<file path="src/rtl/net_router_pkg.sv">
// -----------------------------------------------------------------------------
// net_router_pkg
// Shared definitions for the router port controllers and the network
// interface unit.
//   NET_MAX_REQS  : widest request vector any controller may use
//   rr_prio_mask  : round-robin priority mask (bits at/above the pointer)
//   rr_pick       : one-hot round-robin winner built on rr_prio_mask
//   onehot_to_bin : one-hot to binary index encoder
// -----------------------------------------------------------------------------
package net_router_pkg;

    localparam int NET_MAX_REQS  = 8;
    localparam int NET_IDX_NBITS = 3;

    typedef logic [NET_MAX_REQS-1:0]  net_req_vec_t;
    typedef logic [NET_IDX_NBITS-1:0] net_idx_t;

    // Requests at or above the pointer win before the search wraps to index 0.
    function automatic net_req_vec_t rr_prio_mask(input net_idx_t ptr);
        return {NET_MAX_REQS{1'b1}} << ptr;
    endfunction

    // Isolate the lowest set bit (two's-complement trick).
    function automatic net_req_vec_t lowest_set(input net_req_vec_t v);
        return v & (~v + net_req_vec_t'(1));
    endfunction

    // One-hot round-robin winner; zero when no request is present.
    function automatic net_req_vec_t rr_pick(input net_req_vec_t reqs,
                                             input net_idx_t     ptr);
        net_req_vec_t masked;
        masked = reqs & rr_prio_mask(ptr);
        return (masked != '0) ? lowest_set(masked) : lowest_set(reqs);
    endfunction

    function automatic net_idx_t onehot_to_bin(input net_req_vec_t oh);
        net_idx_t idx;
        idx = '0;
        for (int i = 0; i < NET_MAX_REQS; i++) begin
            if (oh[i]) idx = idx | net_idx_t'(i);
        end
        return idx;
    endfunction

endpackage

</file>
<file path="src/rtl/net_credit_counter.sv">
// -----------------------------------------------------------------------------
// net_credit_counter
// Tracks free slots in the downstream buffer. Starts full, decrements on each
// flit sent, increments on each returned credit, saturates at full.
//   clk        : clock
//   reset      : asynchronous active-low reset (counter reloads to full)
//   dec        : one flit sent this cycle
//   inc        : one credit returned this cycle
//   clr        : synchronous reload to full
//   has_credit : at least one downstream slot is free (always 1 when p_en=0)
// -----------------------------------------------------------------------------
module net_credit_counter
    import net_router_pkg::*;
#(
    parameter int p_num_credits = 4,
    parameter bit p_en          = 1'b1
)(
    input  logic clk,
    input  logic reset,
    input  logic dec,
    input  logic inc,
    input  logic clr,
    output logic has_credit
);

    localparam int         CNT_NBITS = 4;
    localparam logic [3:0] CNT_FULL  = CNT_NBITS'(p_num_credits);

    generate
        if (p_en) begin : g_cnt
            logic [CNT_NBITS-1:0] r_credits;

            // NOTE: state registers use non-blocking assignment so every flop
            // samples pre-edge values regardless of block evaluation order.
            always_ff @(posedge clk or negedge reset) begin
                if (!reset) begin
                    r_credits <= CNT_FULL;
                end else if (clr) begin
                    r_credits <= CNT_FULL;
                end else if (dec && !inc) begin
                    r_credits <= r_credits - 4'd1;
                end else if (inc && !dec && (r_credits != CNT_FULL)) begin
                    // A return while already full is dropped.
                    r_credits <= r_credits + 4'd1;
                end
            end

            assign has_credit = (r_credits != '0);
        end else begin : g_no_cnt
            logic w_unused;
            assign w_unused   = ^{clk, reset, dec, inc, clr};
            assign has_credit = 1'b1;
        end
    endgenerate

endmodule

</file>
<file path="src/rtl/net_router_output_ctrl_wh.sv">
// -----------------------------------------------------------------------------
// net_router_output_ctrl_wh
// Wormhole output-port controller: round-robin arbitration across input
// queues, grant held from head flit to tail flit, optional credit flow
// control, and arbitration flush on a security-domain change.
//   clk        : clock
//   reset      : asynchronous active-low reset
//   out_domain : security domain currently owning this output
//   reqs       : per-input head-of-queue valid
//   reqs_tail  : per-input head flit is the packet tail
//   grants     : one-hot dequeue strobe (already qualified by can_send)
//   out_val    : flit valid toward downstream
//   out_rdy    : downstream ready
//   credit_ret : downstream returned one credit
//   xbar_sel   : binary index of the granted input (holds when idle)
//   err_trunc  : one-cycle pulse when a domain change broke a packet lock
// -----------------------------------------------------------------------------
module net_router_output_ctrl_wh
    import net_router_pkg::*;
#(
    parameter int p_num_reqs    = 3,
    parameter int p_sel_nbits   = (p_num_reqs > 1) ? $clog2(p_num_reqs) : 1,
    parameter int p_credit_en   = 1,
    parameter int p_num_credits = 4
)(
    input  logic                   clk,
    input  logic                   reset,
    input  logic                   out_domain,
    input  logic [p_num_reqs-1:0]  reqs,
    input  logic [p_num_reqs-1:0]  reqs_tail,
    output logic [p_num_reqs-1:0]  grants,
    output logic                   out_val,
    input  logic                   out_rdy,
    input  logic                   credit_ret,
    output logic [p_sel_nbits-1:0] xbar_sel,
    output logic                   err_trunc
);

    localparam logic [p_num_reqs-1:0]  REQ_ONE  = p_num_reqs'(1);
    localparam logic [p_sel_nbits-1:0] IDX_ONE  = p_sel_nbits'(1);
    localparam logic [p_sel_nbits-1:0] IDX_LAST = p_sel_nbits'(p_num_reqs - 1);

    logic [p_sel_nbits-1:0] r_prio_ptr;
    logic [p_sel_nbits-1:0] r_lock_idx;
    logic [p_sel_nbits-1:0] r_last_sel;
    logic                   r_lock;
    logic                   r_dom_q;
    logic                   r_dom_valid;
    logic                   r_err_trunc;

    logic                   w_has_credit;
    logic                   w_can_send;
    logic                   w_dom_chg;
    logic                   w_fire;
    logic                   w_tail_fire;
    logic [p_num_reqs-1:0]  w_lock_oh;
    logic [p_num_reqs-1:0]  w_rr_oh;
    logic [p_num_reqs-1:0]  w_grants;
    net_req_vec_t           w_rr_full;
    net_idx_t               w_sel_full;
    logic [p_sel_nbits-1:0] w_sel;
    logic [p_sel_nbits-1:0] w_ptr_next;
    logic                   w_unused;

    net_credit_counter #(
        .p_num_credits (p_num_credits),
        .p_en          (p_credit_en != 0)
    ) u_credits (
        .clk        (clk),
        .reset      (reset),
        .dec        (w_fire),
        .inc        (credit_ret),
        .clr        (w_dom_chg),
        .has_credit (w_has_credit)
    );

    assign w_can_send = out_rdy && w_has_credit;

    // r_dom_valid is low for the first cycle after reset release; dom_q is
    // loaded from out_domain at that edge, so no change is seen on release.
    assign w_dom_chg = r_dom_valid && (out_domain != r_dom_q);

    assign w_rr_full = rr_pick(net_req_vec_t'(reqs), net_idx_t'(r_prio_ptr));
    assign w_rr_oh   = w_rr_full[p_num_reqs-1:0];
    assign w_lock_oh = REQ_ONE << r_lock_idx;

    // NOTE: assign a default before any branch so the combinational block can
    // never hold a value and infer a latch.
    always_comb begin
        w_grants = '0;
        if (reset && w_can_send && !w_dom_chg) begin
            // While locked only the owner may move; its missing req is a bubble.
            w_grants = r_lock ? (w_lock_oh & reqs) : w_rr_oh;
        end
    end

    assign w_fire      = |w_grants;
    assign w_tail_fire = |(w_grants & reqs_tail);
    assign w_sel_full  = onehot_to_bin(net_req_vec_t'(w_grants));
    assign w_sel       = w_sel_full[p_sel_nbits-1:0];
    assign w_ptr_next  = (w_sel == IDX_LAST) ? '0 : (w_sel + IDX_ONE);
    assign w_unused    = ^{w_rr_full, w_sel_full};

    always_ff @(posedge clk or negedge reset) begin
        if (!reset) begin
            r_prio_ptr  <= '0;
            r_lock      <= 1'b0;
            r_lock_idx  <= '0;
            r_last_sel  <= '0;
            r_dom_q     <= 1'b0;
            r_dom_valid <= 1'b0;
            r_err_trunc <= 1'b0;
        end else begin
            r_dom_q     <= out_domain;
            r_dom_valid <= 1'b1;
            r_err_trunc <= w_dom_chg && r_lock;
            if (w_dom_chg) begin
                // Drop all priority history so nothing leaks across domains.
                r_prio_ptr <= '0;
                r_lock     <= 1'b0;
            end else if (w_fire) begin
                r_last_sel <= w_sel;
                if (w_tail_fire) begin
                    r_lock     <= 1'b0;
                    r_prio_ptr <= w_ptr_next;
                end else begin
                    r_lock     <= 1'b1;
                    r_lock_idx <= w_sel;
                end
            end
        end
    end

    assign grants    = w_grants;
    assign out_val   = w_fire;
    assign xbar_sel  = w_fire ? w_sel : r_last_sel;
    assign err_trunc = r_err_trunc;

endmodule

</file>
<file path="config.mk">
export PLATFORM = sky130hd
export DESIGN_NAME = net_router_output_ctrl_wh
export DESIGN_NICKNAME = d
export VERILOG_FILES = /design/src/rtl/net_router_pkg.sv /design/src/rtl/net_credit_counter.sv /design/src/rtl/net_router_output_ctrl_wh.sv
export SDC_FILE = /design/constraint.sdc
export NUM_CORES = 1
export LEC_CHECK = 0
export CAP_MARGIN = 20
export CORE_MARGIN = 4
export CORE_UTILIZATION = 54
export DETAILED_ROUTE_END_ITERATION = 8
export PLACE_DENSITY = 0.9
export SLEW_MARGIN = 10
export SYNTH_ARGS = -nofsm -noshare
export SYNTH_HDL_FRONTEND = slang
export SYNTH_HIERARCHICAL = 1
export SYNTH_SLANG_ARGS = --single-unit
</file>
<file path="constraint.sdc">
create_clock -name clk -period 5.8 [get_ports clk]
set_input_delay 1.45 -clock clk [delete_from_list [all_inputs] [get_ports clk]]
set_output_delay 1.45 -clock clk [all_outputs]
set_load 0.03 [all_outputs]
</file>
# --- Word level (Yosys, flattened, before mapping) ---
# Cells that the tools add are included.
word_totals:
  out_inout_bits: 7
  inputBits: 11
  regBits: 14
op_classes:
  n_eq_ne: 3
  n_shift: 2
  bitwise_logic: 9
  muxes: 16
  addsub: 5
  n_reduce_logical: 20
ops:
  columns: ["operator", "count"]
  rows:
  - ["$and 3x3->3", 4]
  - ["$mux 2", 6]
  - ["$mux 4", 3]
  - ["$mux 3", 3]
  - ["$and 3x8->8", 1]
  - ["$logic_and 1x1->1", 8]
  - ["$reduce_bool 8->1", 1]
  - ["$shl 8x2->8 const A", 1]
  - ["$add 3x1->3 const B", 2]
  - ["$not 3->3", 2]
  - ["$reduce_or 3->1", 2]
  - ["$add 4x1->4 const B", 1]
  - ["$mux 1", 4]
  - ["$ne 4x3->1 const B", 1]
  - ["$reduce_bool 2->1", 2]
  - ["$reduce_bool 4->1", 1]
  - ["$sub 4x1->4 const B", 1]
  - ["$logic_not 1->1", 3]
  - ["$reduce_and 3->1", 1]
  - ["$reduce_bool 3->1", 1]
  - ["$shl 1x2->3 const A", 1]
  - ["$add 2x1->2 const B", 1]
  - ["$eq 2x2->1 const B", 1]
  - ["$not 1->1", 2]
  - ["2 further kinds", 2]

# --- Depth between registers and ports, before layout ---
logic_depth:
  ltp_word: 15
  depth_mapped: 13
  mapped_depth_nobuf: 13

# --- Hierarchy ---
# Netlist, hierarchy kept.
by_module_without_submodules:
  columns: ["mod", "area_per_inst_um2", "n_inst", "seq_area_each_um2", "cells_per_inst"]
  rows:
  - ["net_router_output_ctrl_wh", 639.4, 1, 250.2, 65]
  - ["net_credit_counter", 280.3, 1, 101.3, 29]

# --- Worst setup path after synthesis ---
# OpenSTA, ideal clock, no wires.
synth_timing:
  path_type: "input -> output"
  from: "in reqs[1]"
  to: "out xbar_sel[0]"
  t_arrival_ns: 2.979
  slack_ns: 1.371
  required_time_ns: 4.350
  cell_stages: 5
  path_buffers: 0
  path_cell_list: "and3b_2 -> a2111oi_2 -> nor2_2 -> nor2_1 -> o21ai_0"
synth_via:
  elab_cells_between_ends: 16
  cone_classes: "add/sub: 2; mux: 6; bitwise: 6; reduce/logical: 2"
synth_rtl:
  columns: ["item", "line", "text"]
  rows:
  - ["start: declaration", "net_router_output_ctrl_wh.sv:29", "input logic [p_num_reqs-1:0] reqs,"]
  - ["$and 3x8->8", "net_router_pkg.sv:32", "masked = reqs & rr_prio_mask(ptr);"]
  - ["$reduce_bool 8->1", "net_router_pkg.sv:33", "return (masked != '0) ? lowest_set(masked) : lowest_set(reqs);"]
  - ["$mux 3", "net_router_pkg.sv:33", null]
  - ["$mux 3", "net_router_output_ctrl_wh.sv:93", "w_grants = r_lock ? (w_lock_oh & reqs) : w_rr_oh;"]
  - ["$mux 3", "net_router_output_ctrl_wh.sv:91", "if (reset && w_can_send && !w_dom_chg) begin"]
  - ["via grants[0]", "net_router_output_ctrl_wh.sv:31", "output logic [p_num_reqs-1:0] grants,"]
  - ["$reduce_or 3->1", "net_router_output_ctrl_wh.sv:97", "assign w_fire = |w_grants;"]
  - ["$mux 2", null, null]
  - ["end: declaration", "net_router_output_ctrl_wh.sv:35", "output logic [p_sel_nbits-1:0] xbar_sel,"]
# The timed path passes the listed nets, and every way through them passes these cells.

# --- Final worst setup path ---
layout_timing:
  from: "in reqs[1]"
  to: "out out_val"
layout_via:
  elab_chain_cells: 8
  elab_cells_between_ends: 13
  cone_classes: "add/sub: 2; mux: 3; bitwise: 6; reduce/logical: 2"
layout_rtl:
  columns: ["item", "line", "text"]
  rows:
  - ["$and 3x8->8", "net_router_pkg.sv:32", null]
  - ["$not 3->3", "net_router_pkg.sv:25", "return v & (~v + net_req_vec_t'(1));"]
  - ["$add 3x1->3", "net_router_pkg.sv:25", null]
  - ["$and 3x3->3", "net_router_pkg.sv:25", null]
  - ["$mux 3", "net_router_pkg.sv:33", null]
  - ["$mux 3 (*)", "net_router_output_ctrl_wh.sv:93", null]
  - ["$mux 3 (*)", "net_router_output_ctrl_wh.sv:91", null]
  - ["$reduce_or 3->1 (*)", "net_router_output_ctrl_wh.sv:97", null]
  - ["end: declaration", "net_router_output_ctrl_wh.sv:32", "output logic out_val,"]
# Mark *: on every way between the ends. The rest lies on a longest branch, timed or not.

==> results.toml <==
[clocking]
ctsHoldBuffers = 0
cts_made_buffers = 3
cts_setup_buffers = 0
clockRootBuffer = "clkbuf_4"
ctsResizeCount = 0
clock-sinks = 14
cts_max_path_buffers = 2
cts_tree = "yes"
clk_pin_slew_ns = 0.09
clk-insertion-delay-late_ns = 0.27
h-tree-depth = 1

[pwr]
power_density_nw_per_um2 = 381.7
peakVddDrop_mv = 0.2558
p_leak_uw = 0.0005043

[global_routing]
met3_usage_pct = 3.976
grt_pass1_vias = 819
grt_max_degree = 15
grt.met1_usage_pct = 21.67
grt_usage_pct = 17.70
busiest_layer = "met2"
grt_pass1_wl_mm = 3.436
antenna_found_initial = 0
overflow = 0
grt_use_met2_pct = 30.36

[routing]
wl_per_cell_microns = 14.87
drt-pass1-iter-count = 4
drcViolationCount = 0
routed_via_density = 6.038
wirelength_mm = 1.948
drtIter0Drc = 15
ant_nets = 0
via_count = 791

[yosys]
synthCells = 94
netlist_area_sq_um = 919.6
synth-seq-cells = 14
ys.flop_type = "dfrtp_1"
synth_top_family_by_area = "compound AO/OA/AOI/OAI gates"
synth.area.mux_share_pct = 5.034
syn_area_per_cell_sq_um = 9.783
synth-compound-area-share_pct = 25.85
synth.distinct_cells = 47
synth_fp_nets = 106
yosys_warnings = 6
synth_xor_area_share_pct = 2.857
post-synth-top-count-cell = "dfrtp_1"
synth_simple_gate_area_share_pct = 21.77
synth_edf_count = 0
synthAdderAreaFrac_pct = 1.361
synth_commonest_cells = "dfrtp_1 (13), inv_1 (8), nand2_1 (6)"
synth_top_cell_area_share_pct = 35.37
async_flop_share_pct = 100.0
yosysTopAreaCell = "dfrtp_1"
synthTopCellsByArea = "dfrtp_1 (35%), a31oi_1 (3.4%), nor2b_1 (3.4%)"
yosysSeqAreaShare_pct = 38.23

[timing]
rsz0062_at_grt = "no"
fin_worst_skew_ns = 0.008558
holdWs_ns = 0.5444
period_needed_ns = 5.249
finalMaxSlewViolations = 0
finalHoldViolations = 0
finalWorstSetupSlack_ns = 0.5507
post-route-period-util_pct = 90.50
setup_viol = 0
fmax_mhz = 190.5
fin_tns_setup_ns = 0

[die]
num_rows = 14
die-area_sq_um = 2427
coreArea_sq_um = 1559
die_y_microns = 49.27
ios = 18
initial_core_util_pct = 58.99
die_x_microns = 49.27

[final_layout]
syn2layout_area_growth_pct = 24.22
multi_input_area_sq_um = 526.8
final_nets = 128
drive_above_1_share_pct = 16.52
final_area_sq_um = 1142
final-seq-area_sq_um = 351.6
antenna_cells = 0
fillCellCount = 119
final_util_pct = 73.27

[worst_setup_path]
worst_ep_arrival_time_ns = 3.80
r2r_end = "u_credits/g_cnt.r_credits[2]"
critPathRequiredTime_ns = 4.35
reg2reg_from = "u_credits/g_cnt.r_credits[2]"
critical_path_class = "in2out"
regToRegSetupSlack_ns = 3.01
worstSetupEndpointType = "primary output"
rr_worst_depth = 13
worstPathMaxFanout = 6
critPathLaunchType = "input pin"

[placement]
portBuffers = 17
place.detailed.hpwl_mm = 1.533
placed_cell_area_sq_um = 1106
gp_congestion = 0.8769
dp_slack_ns = 0.5793

[worst_hold_path]
min_from = "r_last_sel[1]"
min_to = "r_last_sel[1]"
hp-class = "reg2reg"
holdPathStages = 2

[job]
drv_cap = 0

[run_status]
status = "finished clean"
-- power by group --
group / switching (uW) / leakage [uW] / total (uW) / internal (uW)
clock: 30.5 / 0.0000210 / 68.6 / 38.1
combinational: 103 / 0.000306 / 199 / 96.4
sequential: 36.8 / 0.000177 / 168 / 131
total: 170 / 0.000504 / 436 / 266
-- worst max-delay path: stages --
cell,delay (ns)
clkdlybuf4s50_1,0.52
and3b_2,0.26
a2111oi_2,0.35
nor2_2,0.13
a21oi_4,0.20
or2_1,0.20
clkdlybuf4s50_1,0.70
-- state kept, by name, indices dropped and copies added (netlist names) --
name                       flops
r_last_sel                     2
u_credits/g_cnt.r_credits      4
r_dom_q                        1
r_dom_valid                    1
r_lock                         1
r_prio_ptr                     2
r_lock_idx                     2
err_trunc                      1
-- cell families (layout without fill, tap and decap cells) --
kind of cell               count (synthesis)  after routing
and+or+nand+nor                           32             32
AOI/OAI and AO/OA                         30             30
DFF                                       14             14
buffers and inverters                      9             30
muxes                                      4              4
xor gates and xnor gates                   3              3
adders and majority gates                  1              1
other                                      1              1
-- layer usage --
| layer | share of wire (%) | vias to the layer above |
|---|---|---|
| li1 | - | 391 |
| met1 | 45 | 379 |
| met2 | 50 | 19 |
| met3 | 4.7 | 2 |
| met4 | 0.62 | 0 |
| met5 | 0 | - |
-- worst max-delay path by stage --
| stage | start | to | slack [ns] | cells past startpoint |
|---|---|---|---|---|
| 5_1_grt | reqs[1] | out_val | 0.42 | 7 |
| 4_1_cts | reqs[1] | out_val | 0.57 | 7 |
| 3_5_place_dp | reqs[1] | out_val | 0.58 | 7 |
| 2_1_floorplan | reqs[1] | xbar_sel[0] | 1.37 | 5 |
| 6_report | reqs[1] | out_val | 0.55 | 7 |
| 3_3_place_gp | reqs[1] | out_val | 0.61 | 7 |
-- placed cells by master, fill, tap and decap left out, types with 2 or more instances in the layout --
cell type,Yosys,routed
a21oi_1,3,3
a31oi_1,5,5
and3_1,2,2
clkbuf_4,0,3
clkdlybuf4s50_1,0,17
dfrtp_1,13,13
inv_1,8,8
mux2i_1,2,2
nand2_1,6,6
nand2b_1,2,2
nand3b_1,2,2
nor2_1,3,3
nor2b_1,5,5
nor3_1,2,2
o211ai_1,2,2
o21ai_0,3,3
o21ai_1,3,3
xor2_1,2,2
-- stage by stage --
| stage | total power [uW] | std cells |
|---|---|---|
| after floorplan | 311.7 | 94 |
| after global placement | 359.3 | 127 |
| after detailed placement | 367.1 | 127 |
| after CTS | 437.2 | 131 |
| after global routing | 469.7 | 131 |
| final | 436.1 | 131 |
-- layout make-up --
type / instances / area share, %
repair buffers: 18 / 15.55
flip-flops and latches: 14 / 30.78
well taps: 16 / 1.752
clock buffers: 4 / 3.176
inverters: 8 / 2.629
multi-input cells: 71 / 46.11
Power figures use the tool's default switching activity.
